**config.mk**
```make
export PLATFORM = sky130hd
export DESIGN_NAME = nw_tx_engine_flat
export DESIGN_NICKNAME = d
export VERILOG_FILES = /design/src/rtl/nw_pkg.sv /design/src/rtl/nw_tx_engine_if.sv /design/src/rtl/nw_chunk_calc.sv /design/src/rtl/nw_tx_engine.sv /design/src/flat_wrapper.sv
export SDC_FILE = /design/constraint.sdc
export NUM_CORES = 1
export LEC_CHECK = 0
export BUFFER_PORTS_ARGS = -buffer_cell sky130_fd_sc_hd__buf_2
export CAP_MARGIN = 20
export CORE_MARGIN = 2
export CORE_UTILIZATION = 56
export DETAILED_ROUTE_END_ITERATION = 6
export HOLD_SLACK_MARGIN = 0.12
export PLACE_DENSITY = 0.88
export SLEW_MARGIN = 10
export SYNTH_ARGS = -nofsm -noshare
export SYNTH_HDL_FRONTEND = slang
export SYNTH_SLANG_ARGS = --single-unit
```
**constraint.sdc**
```tcl
create_clock -name aclk -period 5.67 [get_ports aclk]
set_clock_uncertainty 0.2 [all_clocks]
set_input_delay 0.567 -clock aclk [delete_from_list [all_inputs] [get_ports aclk]]
set_output_delay 0.567 -clock aclk [all_outputs]
set_load 0.05 [all_outputs]
```
**src/rtl/nw_pkg.sv**
```systemverilog
// Shared NWRITE definitions for the outbound generator and the inbound receive path.
package nw_pkg;

  typedef enum logic [2:0] {
    S_IDLE = 3'd0,
    S_CALC = 3'd1,
    S_HDR  = 3'd2,
    S_DATA = 3'd3,
    S_DONE = 3'd4
  } nw_state_e;

  // FTYPE 5 (write class), TTYPE 4 (NWRITE)
  localparam logic [7:0] NW_FTYPE_TTYPE = 8'h54;
  localparam int         NW_MAX_CHUNK   = 256;

  // HELLO header field positions (LSB of each field)
  localparam int NW_HDR_TID_LSB  = 56;
  localparam int NW_HDR_FT_LSB   = 48;
  localparam int NW_HDR_SIZE_LSB = 36;
  localparam int NW_HDR_ADDR_LSB = 0;

  // Host order is little-endian, SRIO is big-endian: byte k <- byte 7-k
  function automatic logic [63:0] nw_bswap64(input logic [63:0] d);
    logic [63:0] r;
    for (int k = 0; k < 8; k++) r[8*k +: 8] = d[8*(7-k) +: 8];
    return r;
  endfunction

endpackage

```
**src/rtl/nw_tx_engine_if.sv**
```systemverilog
// Command, H2C payload stream and SRIO ireq channel of the NWRITE generator.
// slave  : the engine side
// master : the command issuer / stream source / SRIO core side
interface nw_tx_engine_if;
  logic        cmd_valid;
  logic        cmd_ready;
  logic [31:0] cmd_addr;
  logic [23:0] cmd_len;

  logic        s_axis_h2c_tvalid;
  logic        s_axis_h2c_tready;
  logic [63:0] s_axis_h2c_tdata;
  logic [7:0]  s_axis_h2c_tkeep;
  logic        s_axis_h2c_tlast;

  logic        m_axis_ireq_tvalid;
  logic        m_axis_ireq_tready;
  logic [63:0] m_axis_ireq_tdata;
  logic [7:0]  m_axis_ireq_tkeep;
  logic        m_axis_ireq_tlast;
  logic [31:0] m_axis_ireq_tuser;

  modport slave (
    input  cmd_valid, cmd_addr, cmd_len,
    output cmd_ready,
    input  s_axis_h2c_tvalid, s_axis_h2c_tdata, s_axis_h2c_tkeep, s_axis_h2c_tlast,
    output s_axis_h2c_tready,
    output m_axis_ireq_tvalid, m_axis_ireq_tdata, m_axis_ireq_tkeep,
           m_axis_ireq_tlast, m_axis_ireq_tuser,
    input  m_axis_ireq_tready
  );

  modport master (
    output cmd_valid, cmd_addr, cmd_len,
    input  cmd_ready,
    output s_axis_h2c_tvalid, s_axis_h2c_tdata, s_axis_h2c_tkeep, s_axis_h2c_tlast,
    input  s_axis_h2c_tready,
    input  m_axis_ireq_tvalid, m_axis_ireq_tdata, m_axis_ireq_tkeep,
           m_axis_ireq_tlast, m_axis_ireq_tuser,
    output m_axis_ireq_tready
  );
endinterface

```
**src/rtl/nw_chunk_calc.sv**
```systemverilog
// Packet size for the next NWRITE: min(256, rem), and with NW_TX_4K_SPLIT_EN
// defined also clipped to the distance to the next 4 KB boundary.
// Inputs are 8-byte aligned, so the chunk is always a whole number of beats.
module nw_chunk_calc
  import nw_pkg::*;
(
  input  logic [11:0] addr_i,
  input  logic [23:0] rem_i,
  output logic [8:0]  chunk_o,
  output logic [5:0]  beats_o
);

  logic [8:0] lim;

`ifdef NW_TX_4K_SPLIT_EN
  logic [12:0] dist;
  // bytes left before crossing a 4 KB page; 1..4096
  assign dist = 13'd4096 - {1'b0, addr_i};
`else
  logic unused_addr;
  assign unused_addr = ^addr_i;
`endif

  // smallest of the size limits that apply
  always_comb begin
    lim = (rem_i > 24'(NW_MAX_CHUNK)) ? 9'(NW_MAX_CHUNK) : rem_i[8:0];
`ifdef NW_TX_4K_SPLIT_EN
    if (dist < {4'b0, lim}) lim = dist[8:0];
`endif
  end

  assign chunk_o = lim;
  assign beats_o = lim[8:3];

endmodule

```
**src/rtl/nw_tx_engine.sv**
```systemverilog
// Outbound SRIO NWRITE generator: splits a (addr, len) write command into
// HELLO-format NWRITE packets of at most 256 bytes, byte-swapping the H2C
// payload into SRIO order. Optional macro NW_TX_4K_SPLIT_EN keeps every
// packet inside one 4 KB page (handled in nw_chunk_calc).
module nw_tx_engine
  import nw_pkg::*;
#(
  parameter logic [15:0] C_SRIO_DEV_ID  = 16'hF201,
  parameter logic [15:0] C_SRIO_DEST_ID = 16'h7801
) (
  input  logic             aclk,
  input  logic             aresetn,
  nw_tx_engine_if.slave    bus,
  output logic             nw_busy_o,
  output logic             nw_done_o,
  output logic             nw_err_unalign_o
);

  nw_state_e   state_q;
  logic [31:0] cur_addr_q;
  logic [23:0] rem_q;
  logic [7:0]  tid_q;
  logic [8:0]  chunk_q;
  logic [5:0]  beats_q;
  logic [5:0]  beat_cnt_q;
  logic        cmd_ready_q, busy_q, done_q, err_q;

  logic [8:0]  calc_chunk;
  logic [5:0]  calc_beats;
  logic [31:0] cur_addr_d;
  logic [23:0] rem_d;
  logic [7:0]  size_w;
  logic [63:0] hdr_w;
  logic        last_beat, beat_hs, cmd_bad;

  // payload tkeep/tlast are not needed: packet length comes from the command
  logic unused_h2c;
  assign unused_h2c = ^{bus.s_axis_h2c_tkeep, bus.s_axis_h2c_tlast};

  nw_chunk_calc u_chunk_calc (
    .addr_i  (cur_addr_q[11:0]),
    .rem_i   (rem_q),
    .chunk_o (calc_chunk),
    .beats_o (calc_beats)
  );

  assign cmd_bad    = (bus.cmd_addr[2:0] != 3'd0) || (bus.cmd_len[2:0] != 3'd0) ||
                      (bus.cmd_len == 24'd0);
  assign last_beat  = (beat_cnt_q == beats_q - 6'd1);
  assign beat_hs    = (state_q == S_DATA) && bus.s_axis_h2c_tvalid && bus.m_axis_ireq_tready;
  assign cur_addr_d = cur_addr_q + {23'd0, chunk_q};
  assign rem_d      = rem_q - {15'd0, chunk_q};
  // 256 wraps to 8'hFF as required by the size field
  assign size_w     = chunk_q[7:0] - 8'd1;

  // header beat assembled from registered packet state, stable while stalled
  always_comb begin
    hdr_w = '0;
    hdr_w[NW_HDR_TID_LSB  +: 8]  = tid_q;
    hdr_w[NW_HDR_FT_LSB   +: 8]  = NW_FTYPE_TTYPE;
    hdr_w[NW_HDR_SIZE_LSB +: 8]  = size_w;
    hdr_w[NW_HDR_ADDR_LSB +: 32] = cur_addr_q;
  end

  // ireq drive: header in S_HDR, zero-latency swapped pass-through in S_DATA
  always_comb begin
    bus.m_axis_ireq_tvalid = 1'b0;
    bus.m_axis_ireq_tdata  = '0;
    bus.m_axis_ireq_tkeep  = '0;
    bus.m_axis_ireq_tlast  = 1'b0;
    bus.m_axis_ireq_tuser  = '0;
    bus.s_axis_h2c_tready  = 1'b0;
    case (state_q)
      S_HDR: begin
        bus.m_axis_ireq_tvalid = 1'b1;
        bus.m_axis_ireq_tdata  = hdr_w;
        bus.m_axis_ireq_tkeep  = 8'hFF;
        bus.m_axis_ireq_tuser  = {C_SRIO_DEV_ID, C_SRIO_DEST_ID};
      end
      S_DATA: begin
        bus.m_axis_ireq_tvalid = bus.s_axis_h2c_tvalid;
        bus.m_axis_ireq_tdata  = nw_bswap64(bus.s_axis_h2c_tdata);
        bus.m_axis_ireq_tkeep  = 8'hFF;
        bus.m_axis_ireq_tlast  = last_beat;
        bus.m_axis_ireq_tuser  = {C_SRIO_DEV_ID, C_SRIO_DEST_ID};
        bus.s_axis_h2c_tready  = bus.m_axis_ireq_tready;
      end
      default: ;
    endcase
  end

  // command/packet sequencing FSM with registered status outputs
  always_ff @(posedge aclk or negedge aresetn) begin
    if (!aresetn) begin
      state_q     <= S_IDLE;
      cur_addr_q  <= '0;
      rem_q       <= '0;
      tid_q       <= '0;
      chunk_q     <= '0;
      beats_q     <= '0;
      beat_cnt_q  <= '0;
      cmd_ready_q <= 1'b1;
      busy_q      <= 1'b0;
      done_q      <= 1'b0;
      err_q       <= 1'b0;
    end else begin
      done_q <= 1'b0;
      err_q  <= 1'b0;
      case (state_q)
        S_IDLE: begin
          if (bus.cmd_valid) begin
            if (cmd_bad) begin
              err_q <= 1'b1;
            end else begin
              cur_addr_q  <= bus.cmd_addr;
              rem_q       <= bus.cmd_len;
              state_q     <= S_CALC;
              cmd_ready_q <= 1'b0;
              busy_q      <= 1'b1;
            end
          end
        end
        S_CALC: begin
          chunk_q    <= calc_chunk;
          beats_q    <= calc_beats;
          beat_cnt_q <= '0;
          state_q    <= S_HDR;
        end
        S_HDR: begin
          if (bus.m_axis_ireq_tready) state_q <= S_DATA;
        end
        S_DATA: begin
          if (beat_hs) begin
            beat_cnt_q <= beat_cnt_q + 6'd1;
            if (last_beat) begin
              cur_addr_q <= cur_addr_d;
              rem_q      <= rem_d;
              tid_q      <= tid_q + 8'd1;
              if (rem_d == 24'd0) begin
                state_q <= S_DONE;
                done_q  <= 1'b1;
              end else begin
                state_q <= S_CALC;
              end
            end
          end
        end
        S_DONE: begin
          state_q     <= S_IDLE;
          cmd_ready_q <= 1'b1;
          busy_q      <= 1'b0;
        end
        default: begin
          state_q     <= S_IDLE;
          cmd_ready_q <= 1'b1;
          busy_q      <= 1'b0;
        end
      endcase
    end
  end

  assign bus.cmd_ready    = cmd_ready_q;
  assign nw_busy_o        = busy_q;
  assign nw_done_o        = done_q;
  assign nw_err_unalign_o = err_q;

endmodule

```
**src/flat_wrapper.sv**
```systemverilog
// flat-port wrapper written by rule: the top's interface ports become plain ports
module nw_tx_engine_flat import nw_pkg::*;
#(
  parameter logic [15:0] C_SRIO_DEV_ID  = 16'hF201,
  parameter logic [15:0] C_SRIO_DEST_ID = 16'h7801
)
  (aclk, aresetn, nw_busy_o, nw_done_o, nw_err_unalign_o, bus_cmd_valid, bus_cmd_addr, bus_cmd_len, bus_cmd_ready, bus_s_axis_h2c_tvalid, bus_s_axis_h2c_tdata, bus_s_axis_h2c_tkeep, bus_s_axis_h2c_tlast, bus_s_axis_h2c_tready, bus_m_axis_ireq_tvalid, bus_m_axis_ireq_tdata, bus_m_axis_ireq_tkeep, bus_m_axis_ireq_tlast, bus_m_axis_ireq_tuser, bus_m_axis_ireq_tready);
  nw_tx_engine_if bus_i ();
  input  logic aclk;
  input  logic aresetn;
  output logic nw_busy_o;
  output logic nw_done_o;
  output logic nw_err_unalign_o;
  input wire logic [$bits(bus_i.cmd_valid)-1:0] bus_cmd_valid;
  input wire logic [$bits(bus_i.cmd_addr)-1:0] bus_cmd_addr;
  input wire logic [$bits(bus_i.cmd_len)-1:0] bus_cmd_len;
  output wire logic [$bits(bus_i.cmd_ready)-1:0] bus_cmd_ready;
  input wire logic [$bits(bus_i.s_axis_h2c_tvalid)-1:0] bus_s_axis_h2c_tvalid;
  input wire logic [$bits(bus_i.s_axis_h2c_tdata)-1:0] bus_s_axis_h2c_tdata;
  input wire logic [$bits(bus_i.s_axis_h2c_tkeep)-1:0] bus_s_axis_h2c_tkeep;
  input wire logic [$bits(bus_i.s_axis_h2c_tlast)-1:0] bus_s_axis_h2c_tlast;
  output wire logic [$bits(bus_i.s_axis_h2c_tready)-1:0] bus_s_axis_h2c_tready;
  output wire logic [$bits(bus_i.m_axis_ireq_tvalid)-1:0] bus_m_axis_ireq_tvalid;
  output wire logic [$bits(bus_i.m_axis_ireq_tdata)-1:0] bus_m_axis_ireq_tdata;
  output wire logic [$bits(bus_i.m_axis_ireq_tkeep)-1:0] bus_m_axis_ireq_tkeep;
  output wire logic [$bits(bus_i.m_axis_ireq_tlast)-1:0] bus_m_axis_ireq_tlast;
  output wire logic [$bits(bus_i.m_axis_ireq_tuser)-1:0] bus_m_axis_ireq_tuser;
  input wire logic [$bits(bus_i.m_axis_ireq_tready)-1:0] bus_m_axis_ireq_tready;
  assign bus_i.cmd_valid = bus_cmd_valid;
  assign bus_i.cmd_addr = bus_cmd_addr;
  assign bus_i.cmd_len = bus_cmd_len;
  assign bus_cmd_ready = bus_i.cmd_ready;
  assign bus_i.s_axis_h2c_tvalid = bus_s_axis_h2c_tvalid;
  assign bus_i.s_axis_h2c_tdata = bus_s_axis_h2c_tdata;
  assign bus_i.s_axis_h2c_tkeep = bus_s_axis_h2c_tkeep;
  assign bus_i.s_axis_h2c_tlast = bus_s_axis_h2c_tlast;
  assign bus_s_axis_h2c_tready = bus_i.s_axis_h2c_tready;
  assign bus_m_axis_ireq_tvalid = bus_i.m_axis_ireq_tvalid;
  assign bus_m_axis_ireq_tdata = bus_i.m_axis_ireq_tdata;
  assign bus_m_axis_ireq_tkeep = bus_i.m_axis_ireq_tkeep;
  assign bus_m_axis_ireq_tlast = bus_i.m_axis_ireq_tlast;
  assign bus_m_axis_ireq_tuser = bus_i.m_axis_ireq_tuser;
  assign bus_i.m_axis_ireq_tready = bus_m_axis_ireq_tready;
  nw_tx_engine #(.C_SRIO_DEV_ID(C_SRIO_DEV_ID), .C_SRIO_DEST_ID(C_SRIO_DEST_ID)) u_core (.aclk(aclk), .aresetn(aresetn), .bus(bus_i), .nw_busy_o(nw_busy_o), .nw_done_o(nw_done_o), .nw_err_unalign_o(nw_err_unalign_o));
endmodule
```
Word-level counts from Yosys, hierarchy flattened
Index checks and enable logic that the tools add are counted.
W data, S select, Z words.

storage, ports and cells
  bits in registers = 92
  memories kept = 0
  bits in read-only memories = 0
  output and inout port bits = 111
  bits in latches = 0
  memory bits (writable) = 0

cells by class
  divide/modulo/power cells = 0
  bitwise logic cells = 1
  mux-type cells = 39
  equality and inequality tests = 9
  multipliers = 0
  add/sub/neg operators = 6
  magnitude comparators = 1
  reductions and logical operators = 18
  shift operators = 0

operator list
  operator               number
  $mux W32               5
  $pmux W64 S2           1
  $mux W24               4
  $pmux W32 S2           1
  $logic_not A24 Y1      2
  $pmux W24 S2           1
  $add A32 B9 Y32        1
  $gt A24 B9 Y1 const B  1
  $sub A24 B9 Y24        1
  $mux W3                6
  $mux W1                13
  $pmux W3 S4            1
  $pmux W6 S2            1
  $reduce_and A5 Y1      2
  $mux W9                1
  $add A8 B1 Y8 const B  1
  $mux W8                1
  $sub A8 B1 Y8 const B  1
  $add A6 B1 Y6 const B  1
  $eq A3 B2 Y1 const B   2
  $eq A6 B6 Y1           1
  $mux W6                1
  $ne A2 B2 Y1 const B   3
  $pmux W1 S2            3
  13 further kinds       19

Depth between registers and ports, before layout
Gate-level depths: netlist of run 1.

  word-level depth = 6
  gate-level depth with buffers = 11
  mapped depth without buffers = 10

Cells and area by module
Synthesis of run 1 repeated with hierarchy kept, for this count alone.

second synthesis, totals
  cell total of the unflattened synthesis = 973
  area, all modules = 7616.1 um2

by module, submodules not included
  module         sequential area each (um2)  area each (um2)  cells each  times used
  nw_tx_engine   2303.5                      7475.9           952         1
  nw_chunk_calc  0.0                         140.1            21          1

Worst setup path after synthesis of run 1
OpenSTA, ideal clock, no wires.

  path type = register to output
  start point = register u_core.state_q[2]
  end point = output port bus_m_axis_ireq_tdata[38]
  buffers on the path = 2
  data arrival time = 2684 ps
  stages on the path, launching flop included = 7
  path slack = 2219 ps
  cells stage by stage = dfrtp_1 buf_2 nand2b_4 inv_2 clkbuf_1 o21ai_0 a21oi_1

on the way
  word-level cells in the longest chain between the ends = 2

ends and longest elaborated chain
  what                    RTL line             RTL
  start, declared         nw_tx_engine.sv:19   nw_state_e state_q;
  start signal, assigned  nw_tx_engine.sv:95   state_q <= S_IDLE;
  start signal, assigned  nw_tx_engine.sv:117  state_q <= S_CALC;
  start signal, assigned  nw_tx_engine.sv:127  state_q <= S_HDR;
  $eq A3 B2 Y1            nw_tx_engine.sv:73   case (state_q)
  $pmux W64 S2 (*)        nw_tx_engine.sv:73
  end, declared           flat_wrapper.sv:24   output wire logic [$bits(bus_i.m_axis_ireq_tdata)-1:0] bus_m_axis_ireq_tdata;

Every way passes the cells marked *; elsewhere a longest branch is shown, timed or not.

Worst setup path in the final report of run 1
  start point = register u_core.state_q[2]
  end point = register u_core.rem_q[6]

on the way
  word-level cells in the longest chain between the ends = 5

ends and longest elaborated chain
  what                               RTL line                                 RTL
  $eq A3 B2 Y1                       nw_tx_engine.sv:50, nw_tx_engine.sv:109
  $logic_and A1 B1 Y1 (2 in series)  nw_tx_engine.sv:50                       assign beat_hs = (state_q == S_DATA) && bus.s_axis_h2c_tvalid && bus.m_axis_ireq_tready;
  $ne A2 B1 Y1 (no line)             --
  $reduce_and A5 Y1 (no line)        --
  end signal, assigned               nw_tx_engine.sv:116                      rem_q <= bus.cmd_len;
  end signal, assigned               nw_tx_engine.sv:137                      rem_q <= rem_d;
  end, declared                      nw_tx_engine.sv:21                       logic [23:0] rem_q;

Parallel ways exist; a longest one is shown, timed or not.
A chain may end at the register's enable or synchronous reset.

==> reports/results.ini, run 1 <==
[final_layout]
num-nets-final = 1209
fin_area_um2 = 8290
syn2layout_area_growth_pct = 16.6
diodes = 0
layout-drive-gt1-share_pct = 24.6

[pwr]
vdd_drop_max_uv = 199
p_leak_nw = 4.11
power_w = 0.00157
powerDensity_nw_per_um2 = 189

[logic_synthesis]
async_flop_share_pct = 100
ys_warn_count = 0
yosysUniqueCellTypes = 81
synth_edf_count = 0
ys.flop_type = dfrtp_1
synth-seq-cells = 86
syn_area_um2 = 7110
syn_inst = 893
syn_area_per_cell_um2 = 7.97
ys_seq_area_share_pct = 30.3

[global_route]
grt_overflow = 0
grt_max_degree = 74
grt_first_pass_wirelength_um = 33200
antenna_found_initial = 0
grt_use_total_pct = 31.1
first_global_vias = 6572

[route]
wl_per_cell_um = 17.5
vias_per_cell = 6.13
routed-via-count = 7527
drtAntennaViolNets = 0
drc = 0
dr.pass1.iters = 7
routed_wl_um = 21400
first_iter_violations = 860

[cts]
cts.sinks = 86
path_clk_slew_ns = 0.06
cts-buffers-inserted = 9
ctsResizeCount = 0
hold_buffers = 1
cts_max_path_buffers = 2
cts_root_buf = clkbuf_16
ctsHtreeMaxLevel = 3
cts_tree = built
cts_setup_buffers = 0
clock_latency_ns = 0.35

[flow_run]
maxCapViolCount = 0

[sta]
worst_pin_slew_ns = 0.981
finalSetupTns_ns = 0
max_freq_ghz = 0.252
finalSetupViolCount = 0
setup_ws_ns = 1.70
drv_slew = 0
finalHoldViolations = 0
relSlewSlack_pct = 34.6
finalCriticalPeriod_ns = 3.97
min_period_over_period_pct = 70.0
rsz0062_at_grt = no

[setup_path]
endpoint_kind = register
start_kind = register
crit_type = register to register
path_cells = nand2b_4 > inv_2 > and3_1 > nand2_1 > a2111o_1 > a21oi_2 > buf_4 > nor2_1 > a31oi_1
critical-path-top-delay-family = compound AO/OA/AOI/OAI gates
slowest_stage = a21oi_2
path_buf_inv = 2
cp.arrival_ns = 4.03
cp_slowest_stage_delay_ns = 0.77
cp.required_ns = 5.74
worstPathMaxFanout = 49

[floorplan]
die_height_um = 117
io_pins = 245
fp-row-count = 41
die_area_um2 = 13600
start_util_pct = 56.8
core_area_um2 = 12500
die_x_um = 117

[placed_design]
place_area_um2 = 7970
gp_congestion = 0.961
port_buffers = 214
dpl_worst_slack_ns = 1.82
dp_hpwl_um = 15700

[hold_path]
hold_class = input port to register

[status]
status = complete, no violations

## layout by cell type, fill, tap and decap left out, types with 13 or more instances in the layout
cell     count
nor3_1      22
o21ai_0     58
nor2_1     114
nor4_1      13
a31oi_1     16
buf_2      213
a21oi_1     64
dfrtp_1     84
nand3_1     21
nand2_1     79
inv_1       27
xor2_1      17
and3_1      24
o21a_1      16
mux2i_1     40
conb_1      21
nand4_1     17
xnor2_1     16
ha_1        22
## path summary, 6_finish.rpt
kind	startpoint	endpoint	slack (ns)	depth (start not counted)
max reg2reg	u_core.state_q[2]$_DFFE_PN0P_	u_core.rem_q[6]$_DFFE_PN0P_	1.70	9
min in group asynchronous	aresetn	u_core.tid_q[6]$_DFFE_PN0P_	0.62	2
max	u_core.state_q[2]$_DFFE_PN0P_	u_core.rem_q[6]$_DFFE_PN0P_	1.70	9
min reg2reg	u_core.tid_q[7]$_DFFE_PN0P_	u_core.tid_q[7]$_DFFE_PN0P_	0.28	1
min	bus_cmd_valid	u_core.nw_err_unalign_o$_DFF_PN0_	0.25	3
max in group asynchronous	aresetn	u_core.state_q[0]$_DFFE_PN0P_	3.69	3
## layout make-up
| cell class | instances | area [µm²] |
|---|---|---|
| Clock buffer | 11 | 233 |
| Clock inverter | 4 | 72.6 |
| Fill cell | 1071 | 4220 |
| Inverter | 29 | 109 |
| Multi-Input combinational cell | 703 | 4370 |
| Sequential cell | 86 | 2160 |
| Tap cell | 172 | 215 |
| Timing Repair Buffer | 222 | 1140 |
## cell usage after synthesis (9+ instances only)
master     count  area (µm²)
nor2_1       115         432
dfrtp_1       85        2130
nand2_1       80         300
a21oi_1       64         320
o21ai_0       58         290
mux2i_1       40         400
buf_4         39         293
clkbuf_1      35         131
inv_1         27         101
and3_1        24         150
nor3_1        23         115
ha_1          22         275
nand3_1       21         105
nand4_1       17         106
xor2_1        17         149
a31oi_1       16         100
o21a_1        16         120
xnor2_1       16         140
nor4_1        13        81.3
a211oi_1      11        82.6
a22oi_1       11        82.6
o22a_1        11        96.3
a2bb2oi_1      9        78.8
## metrics by stage
step / util [%] / hold slack (ns) / instances
6_report: 66.3 / 0.249 / 1227
5_1_grt: 66.3 / 0.268 / 1227
4_1_cts: 66.2 / 0.244 / 1227
3_5_place_dp: 63.7 / 0.264 / 1211
3_3_place_gp: 63.7 / 0.263 / 1211
2_1_floorplan: - / 0.0714 / 913
## where the power goes
part           switching (W)  leakage, nW  internal, W
sequential         0.0000286         1.15     0.000628
combinational       0.000192         2.82    0.0000825
clock               0.000251        0.146     0.000383
## routing by layer
metal  vias up  share of wire, %  track usage [%]
li1       3509                 -                -
met1      3496                40             41.8
met2       461                47             50.2
met3        61               9.0             6.02
met4         0               3.2             11.3
met5         -                 0                0
## logic make-up after synthesis
group / after synthesis / synth area share (%)
simple gates: 326 / 22.1
buf+inv: 124 / 9.58
fa+ha+maj: 24 / 4.43
flops: 86 / 30.3
other cells: 1 / 0.0527
mux: 40 / 5.63
compound gates: 259 / 23.8
xor+xnor: 33 / 4.06
## sequential cells by signal, summed over array words and instances (netlist names), 3 cells and up
name	flops
u_core.cur_addr_q	32
u_core.chunk_q	3
u_core.state_q	3
u_core.beats_q	6
u_core.tid_q	8
u_core.beat_cnt_q	6
u_core.rem_q	24
## worst reg2reg max path, delay by kind of cell (launching register included)
kind                   cells  cell delay (ns)
AOI/OAI and AO/OA          3             1.39
and+or+nand+nor            4             0.94
DFF                        1             0.48
buffers and inverters      2             0.88
(Power assumes the default switching activity.)
==> run 2, diff against run 1 <==
Settings changed: CORE_UTILIZATION 56 to 52, PLACE_DENSITY 0.88 to 0.82.
Clock period 5.67 ns to 4 ns, I/O delays scaled along.
==> reports/results.ini, run 2 (synthesis gave the netlist of run 1 again) <==
[sta]
min_period_over_period_pct = 88.5  ; +19 points
rsz0062_at_grt = no
finalCriticalPeriod_ns = 3.54  ; -0.427 ns
drv_slew = 0  ; unchanged
max_freq_ghz = 0.283  ; +12%
finalSetupTns_ns = 0  ; unchanged
worst_pin_slew_ns = 0.934  ; -0.0471 ns
relSlewSlack_pct = 37.2  ; +2.6 points
finalHoldViolations = 0  ; unchanged
finalSetupViolCount = 0  ; unchanged

[global_route]
grt_first_pass_wirelength_um = 34300  ; +3.4%
grt_overflow = 0  ; unchanged
grt_max_degree = 76  ; +2.7%
first_global_vias = 6816  ; +3.7%
antenna_found_initial = 0  ; unchanged
grt_use_total_pct = 29.5  ; -1.6 points

[route]
routed-via-count = 7345  ; -2.4%
wl_per_cell_um = 17.1  ; -2.1%
drtAntennaViolNets = 0  ; unchanged
first_iter_violations = 651  ; -24%
routed_wl_um = 21200  ; -1.1%
vias_per_cell = 5.93  ; -3.4%
dr.pass1.iters = 6  ; -1
drc = 0  ; unchanged

[pwr]
powerDensity_nw_per_um2 = 255  ; +35%
p_leak_nw = 4.16  ; +1.3%
vdd_drop_max_uv = 213  ; +7.1%

[cts]
ctsResizeCount = 0  ; unchanged
cts.sinks = 86  ; unchanged
ctsHtreeMaxLevel = 3  ; unchanged
cts_tree = built
cts_root_buf = clkbuf_16
cts_max_path_buffers = 2  ; unchanged
clock_latency_ns = 0.35  ; about the same
cts-buffers-inserted = 9  ; unchanged
path_clk_slew_ns = 0.06  ; about the same

[setup_path]
crit_type = register to register
path_buf_inv = 2  ; unchanged
endpoint_kind = register
path_cells = inv_1 > ha_1 > o21ba_1 > a22oi_1 > o2111ai_1 > a2111o_1 > a21o_2 > buf_12 > o21ai_0 > o21ai_0
slowest_stage = a2111o_1
start_kind = register
crit_top_cell = o21ai_0
r2r_start = u_core.beats_q[0]$_DFFE_PN0P_
worstPathMaxFanout = 40  ; -18%
cp.arrival_ns = 3.56  ; -0.47 ns
setup.worst_path.start = u_core.beats_q[0]$_DFFE_PN0P_
critical-path-top-delay-family = compound AO/OA/AOI/OAI gates
cp.required_ns = 4.02  ; -1.72 ns
cp_slowest_stage_delay_ns = 0.52  ; -0.25 ns

[final_layout]
final_cell_mix = buf_2 (213), nor2_1 (114), dfrtp_1 (84)
num-nets-final = 1217  ; +0.66%
reg_top3 = u_core.cur_addr_q (32), u_core.rem_q (24), u_core.tid_q (8)
fin_area_um2 = 8380  ; +1.0%
n_fill_cell = 1163  ; +8.6%
largest_reg_flops = 32  ; unchanged
layout-drive-gt1-share_pct = 24.9  ; +0.28 points
diodes = 0  ; unchanged
syn2layout_area_growth_pct = 17.7
multi_input_area_um2 = 4370  ; -0.11%
mostFrequentLayoutCell = buf_2
seqCellArea_um2 = 2160  ; unchanged
top_register = u_core.cur_addr_q

[floorplan]
die_area_um2 = 14600  ; +7.4%
start_util_pct = 53.5  ; -3.3 points
die_height_um = 121  ; +3.6%
die_x_um = 121  ; +3.6%
fp-row-count = 42  ; +2.4%
io_pins = 245  ; unchanged
core_area_um2 = 13300  ; +6.2%

[placed_design]
dp_hpwl_um = 15800  ; +0.33%
gp_congestion = 0.961  ; about the same
port_buffers = 214  ; unchanged
place_area_um2 = 8040  ; +0.85%

[hold_path]
hold_class = input port to register
worstHoldStart = bus_cmd_len[5]

[flow_run]
maxCapViolCount = 0  ; unchanged

[status]
status = complete, no violations

run 2: changes by cell type in the layout (fill, tap and decap cells not counted), sizes merged:
cell         previous run  this run
buf                   221       227
bufinv                  2         0
clkbuf                 11        14
clkinvlp                1         0
dlygate4sd3             1         3
run 2: path summary, 6_finish.rpt:
path / depth (start not counted) / endpoint / slack (ns)
worst max-delay path: 10 / u_core.rem_q[13]$_DFFE_PN0P_ / 0.46
worst min-delay path: 3 / u_core.rem_q[5]$_DFFE_PN0P_ / 0.13
worst max register to register: 10 / u_core.rem_q[13]$_DFFE_PN0P_ / 0.46
worst min register to register: 1 / u_core.tid_q[7]$_DFFE_PN0P_ / 0.28
max in group asynchronous: 4 / u_core.rem_q[12]$_DFFE_PN0P_ / 2.43
min in group asynchronous: 2 / u_core.tid_q[6]$_DFFE_PN0P_ / 0.34
run 2: where the power goes:
part / switching (W) / internal [W]
sequential: 0.0000416 / 0.000891
clock: 0.000345 / 0.000468
combinational: 0.000270 / 0.000121
total: 0.000657 / 0.00148
run 2: cell type report:
type / count / share of cell area, %
Multi-Input combinational cell: 703 / 52.1
Timing Repair Buffer: 230 / 14.9
Sequential cell: 86 / 25.8
Clock inverter: 1 / 0.0597
Inverter: 29 / 1.30
Clock buffer: 14 / 3.27
Tap cell: 176 / 2.63
run 2: timing repair:
item / CTS / global route
setup buffers: 0 / 0
endpoints found under the hold margin: 75 / 0
hold buffers: 3 / 0
setup endpoints to repair: 0 / 0
run 2: per-stage QoR:
step                setup slack (ns)  power (W)  utilization [%]  hold WS (ns)  instances
finish                         0.460    0.00214             63.0         0.128       1239
global route                   0.247    0.00221             63.0         0.137       1239
CTS                            0.525    0.00214             62.8         0.123       1238
detailed placement             0.537    0.00133             60.5         0.262       1220
global placement               0.604    0.00132             60.5         0.267       1220
floorplan                      0.716    0.00122                -       -0.0956        913
run 2: tightest hold or removal path, stage by stage:
cell     delay, ns
buf_2         0.11
nand2_1       0.05
a31oi_1       0.08
run 2: layer usage:
metal	up-vias	wire [µm]	track usage [%]
met1	3411	8900	39.5
met5	-	0	0
met4	0	479	11.0
met3	41	1830	4.89
li1	3509	-	-
met2	384	10000	47.9
==> run 3, diff against run 2 <==
Settings changed: CORE_UTILIZATION 52 to 56, PLACE_DENSITY 0.82 to 0.88, SLEW_MARGIN 10 to unset.
Clock period 4 ns to 4.2 ns, I/O delays scaled along.
==> reports/results.ini, run 3 (synthesis gave the netlist of run 1 again) <==
[status]
status = complete, no violations

[final_layout]
final_core_util_pct = 66.9  ; +3.9 points
reg_top3 = u_core.cur_addr_q (32), u_core.rem_q (24), u_core.tid_q (8)
top_register = u_core.cur_addr_q
largest_reg_flops = 32  ; unchanged
layout-drive-gt1-share_pct = 25.1  ; +0.19 points
fin_area_um2 = 8370  ; about the same
mostFrequentLayoutCell = buf_2
final_cell_mix = buf_2 (213), nor2_1 (114), dfrtp_1 (84)
stdcell_count = 1236  ; -0.24%
syn2layout_area_growth_pct = 17.7  ; about the same
num-nets-final = 1217  ; unchanged

[floorplan]
start_util_pct = 56.8  ; +3.3 points
die_height_um = 117  ; -3.5%
io_pins = 245  ; unchanged
core_area_um2 = 12500  ; -5.9%
die_area_um2 = 13600  ; -6.9%
die_x_um = 117  ; -3.5%
fp-row-count = 41  ; -2.4%

[setup_path]
cp.arrival_ns = 3.49  ; -0.07 ns
crit_type = register to register
worstPathMaxFanout = 7  ; -83%
cp.required_ns = 4.22  ; +0.20 ns
endpoint_kind = register
start_kind = register

[pwr]
p_int_w = 0.00148  ; about the same
p_clk_share_pct = 40.6  ; +2.6 points
p_seq_share_pct = 41.9  ; -1.7 points
switching_share_pct = 30.1  ; -0.65 points
vdd_drop_max_uv = 141  ; -34%
power_frac_comb_pct = 17.5  ; -0.8 points
p_leak_nw = 4.16  ; about the same
p_switching_w = 0.000637  ; -3.0%
powerDensity_nw_per_um2 = 253  ; -0.83%

[cts]
cts_max_path_buffers = 2  ; unchanged
clock_latency_ns = 0.35  ; about the same
cts_tree = built
ctsResizeCount = 0  ; unchanged
cts_root_buf = clkbuf_16
cts-buffers-inserted = 9  ; unchanged
cts.sinks = 86  ; unchanged
path_clk_slew_ns = 0.07  ; about the same
ctsHtreeMaxLevel = 3  ; unchanged
cts_setup_buffers = 0  ; unchanged

[sta]
finalSetupViolCount = 0  ; unchanged
fin_hold_ws_ns = 0.128  ; +0.000177 ns
finalCriticalPeriod_ns = 3.46  ; -0.0767 ns
max_freq_ghz = 0.289  ; +2.2%
drv_slew = 0  ; unchanged
finalSetupTns_ns = 0  ; unchanged
worst_pin_slew_ns = 0.915  ; -0.0192 ns
rsz0062_at_grt = no
min_period_over_period_pct = 82.5  ; -6.0 points
relSlewSlack_pct = 38.5  ; +1.3 points
finalHoldViolations = 0  ; unchanged

[route]
dr.pass1.iters = 5  ; -1
first_iter_violations = 654  ; +0.46%
drc = 0  ; unchanged
drtAntennaViolNets = 0  ; unchanged
routed-via-count = 7589  ; +3.3%
routed_wl_um = 21500  ; +1.6%
vias_per_cell = 6.14  ; +3.6%
wl_per_cell_um = 17.4  ; +1.8%

[global_route]
grt_use_total_pct = 30.8  ; +1.3 points
grt_first_pass_wirelength_um = 32900  ; -4.1%
grt_max_degree = 76  ; unchanged
grt_overflow = 0  ; unchanged
first_global_vias = 6500  ; -4.6%
antenna_found_initial = 0  ; unchanged

[flow_run]
maxCapViolCount = 0  ; unchanged

[placed_design]
gp_congestion = 0.967  ; +0.55%
dp_cells = 1218  ; -0.16%
port_buffers = 214  ; unchanged
dp_hpwl_um = 16300  ; +3.5%
place_area_um2 = 8040  ; about the same

[hold_path]
hold_class = input port to register

-- run 3: cell types whose count changed in the layout (fill, tap and decap cells not counted) --
cell,before,now
buf_12,2,1
buf_16,1,0
buf_4,11,14
bufinv_16,0,2
clkbuf_1,2,1
clkbuf_8,3,0
clkinv_4,0,1
diode_2,0,1
dlygate4sd3_1,3,2
inv_6,0,1
-- run 3: routing by layer --
| metal | GRT usage (%) | routed length [µm] | part of all wire [%] | vias to the layer above |
|---|---|---|---|---|
| met5 | 0 | 0 | 0 | - |
| met4 | 12.1 | 639 | 3.0 | 0 |
| met3 | 4.41 | 2000 | 9.3 | 54 |
| met2 | 50.0 | 10300 | 48 | 422 |
| met1 | 41.8 | 8560 | 40 | 3586 |
| li1 | - | - | - | 3527 |
-- run 3: power groups by stage --
| stage | combinational, W | sequential [W] | clock, W |
|---|---|---|---|
| 2_1_floorplan | 0.000287 | 0.000877 | 0 |
| 3_3_place_gp | 0.000363 | 0.000900 | 0 |
| 3_5_place_dp | 0.000369 | 0.000901 | 0 |
| 4_1_cts | 0.000372 | 0.000886 | 0.000863 |
| 5_1_grt | 0.000403 | 0.000890 | 0.000894 |
| 6_report | 0.000370 | 0.000887 | 0.000861 |
-- run 3: final cells by class --
class / count / area [µm²]
clock inverter: 5 / 82.6
timing repair buffer: 230 / 1210
sequential: 86 / 2160
clock buffer: 10 / 229
multi-input combinational: 703 / 4370
fill: 1072 / 4150
tap: 172 / 215
antenna: 1 / 2.50
inverter: 29 / 109
-- run 3: per-stage QoR --
step | setup slack (ns) | total power, W
3_3_place_gp | 0.867 | 0.00126
3_5_place_dp | 0.792 | 0.00127
2_1_floorplan | 0.896 | 0.00116
5_1_grt | 0.535 | 0.00219
4_1_cts | 0.770 | 0.00212
6_report | 0.737 | 0.00212
-- run 3: path summary, 6_finish.rpt --
| kind | depth (start not counted) | end | startpoint | slack (ns) |
|---|---|---|---|---|
| min in group asynchronous | 2 | u_core.tid_q[6]$_DFFE_PN0P_ | aresetn | 0.49 |
| setup reg to reg | 9 | u_core.state_q[0]$_DFFE_PN0P_ | u_core.chunk_q[0]$_DFFE_PN0P_ | 0.74 |
| hold reg to reg | 1 | u_core.tid_q[6]$_DFFE_PN0P_ | u_core.tid_q[6]$_DFFE_PN0P_ | 0.30 |
| hold / removal | 2 | u_core.cur_addr_q[23]$_DFFE_PN0P_ | bus_cmd_addr[23] | 0.13 |
| max in group asynchronous | 3 | u_core.nw_done_o$_DFF_PN0_ | aresetn | 2.42 |
| setup / recovery | 9 | u_core.state_q[0]$_DFFE_PN0P_ | u_core.chunk_q[0]$_DFFE_PN0P_ | 0.74 |
-- run 3: worst max-delay path, cell delays in order, from the launching register on --
cell and delay, ns:
dfrtp_1 0.47, ha_1 0.26, fa_1 0.39, nand2b_1 0.18, a211oi_1 0.58, nor2_1 0.14
o21a_1 0.31, a211oi_1 0.27, nand4_1 0.21, o31a_1 0.34
-- run 3: timing repair --
item,4_1_cts,5_1_grt
endpoints found under the setup margin,0,0
hold buffers,2,0
endpoints found under the hold margin,56,0
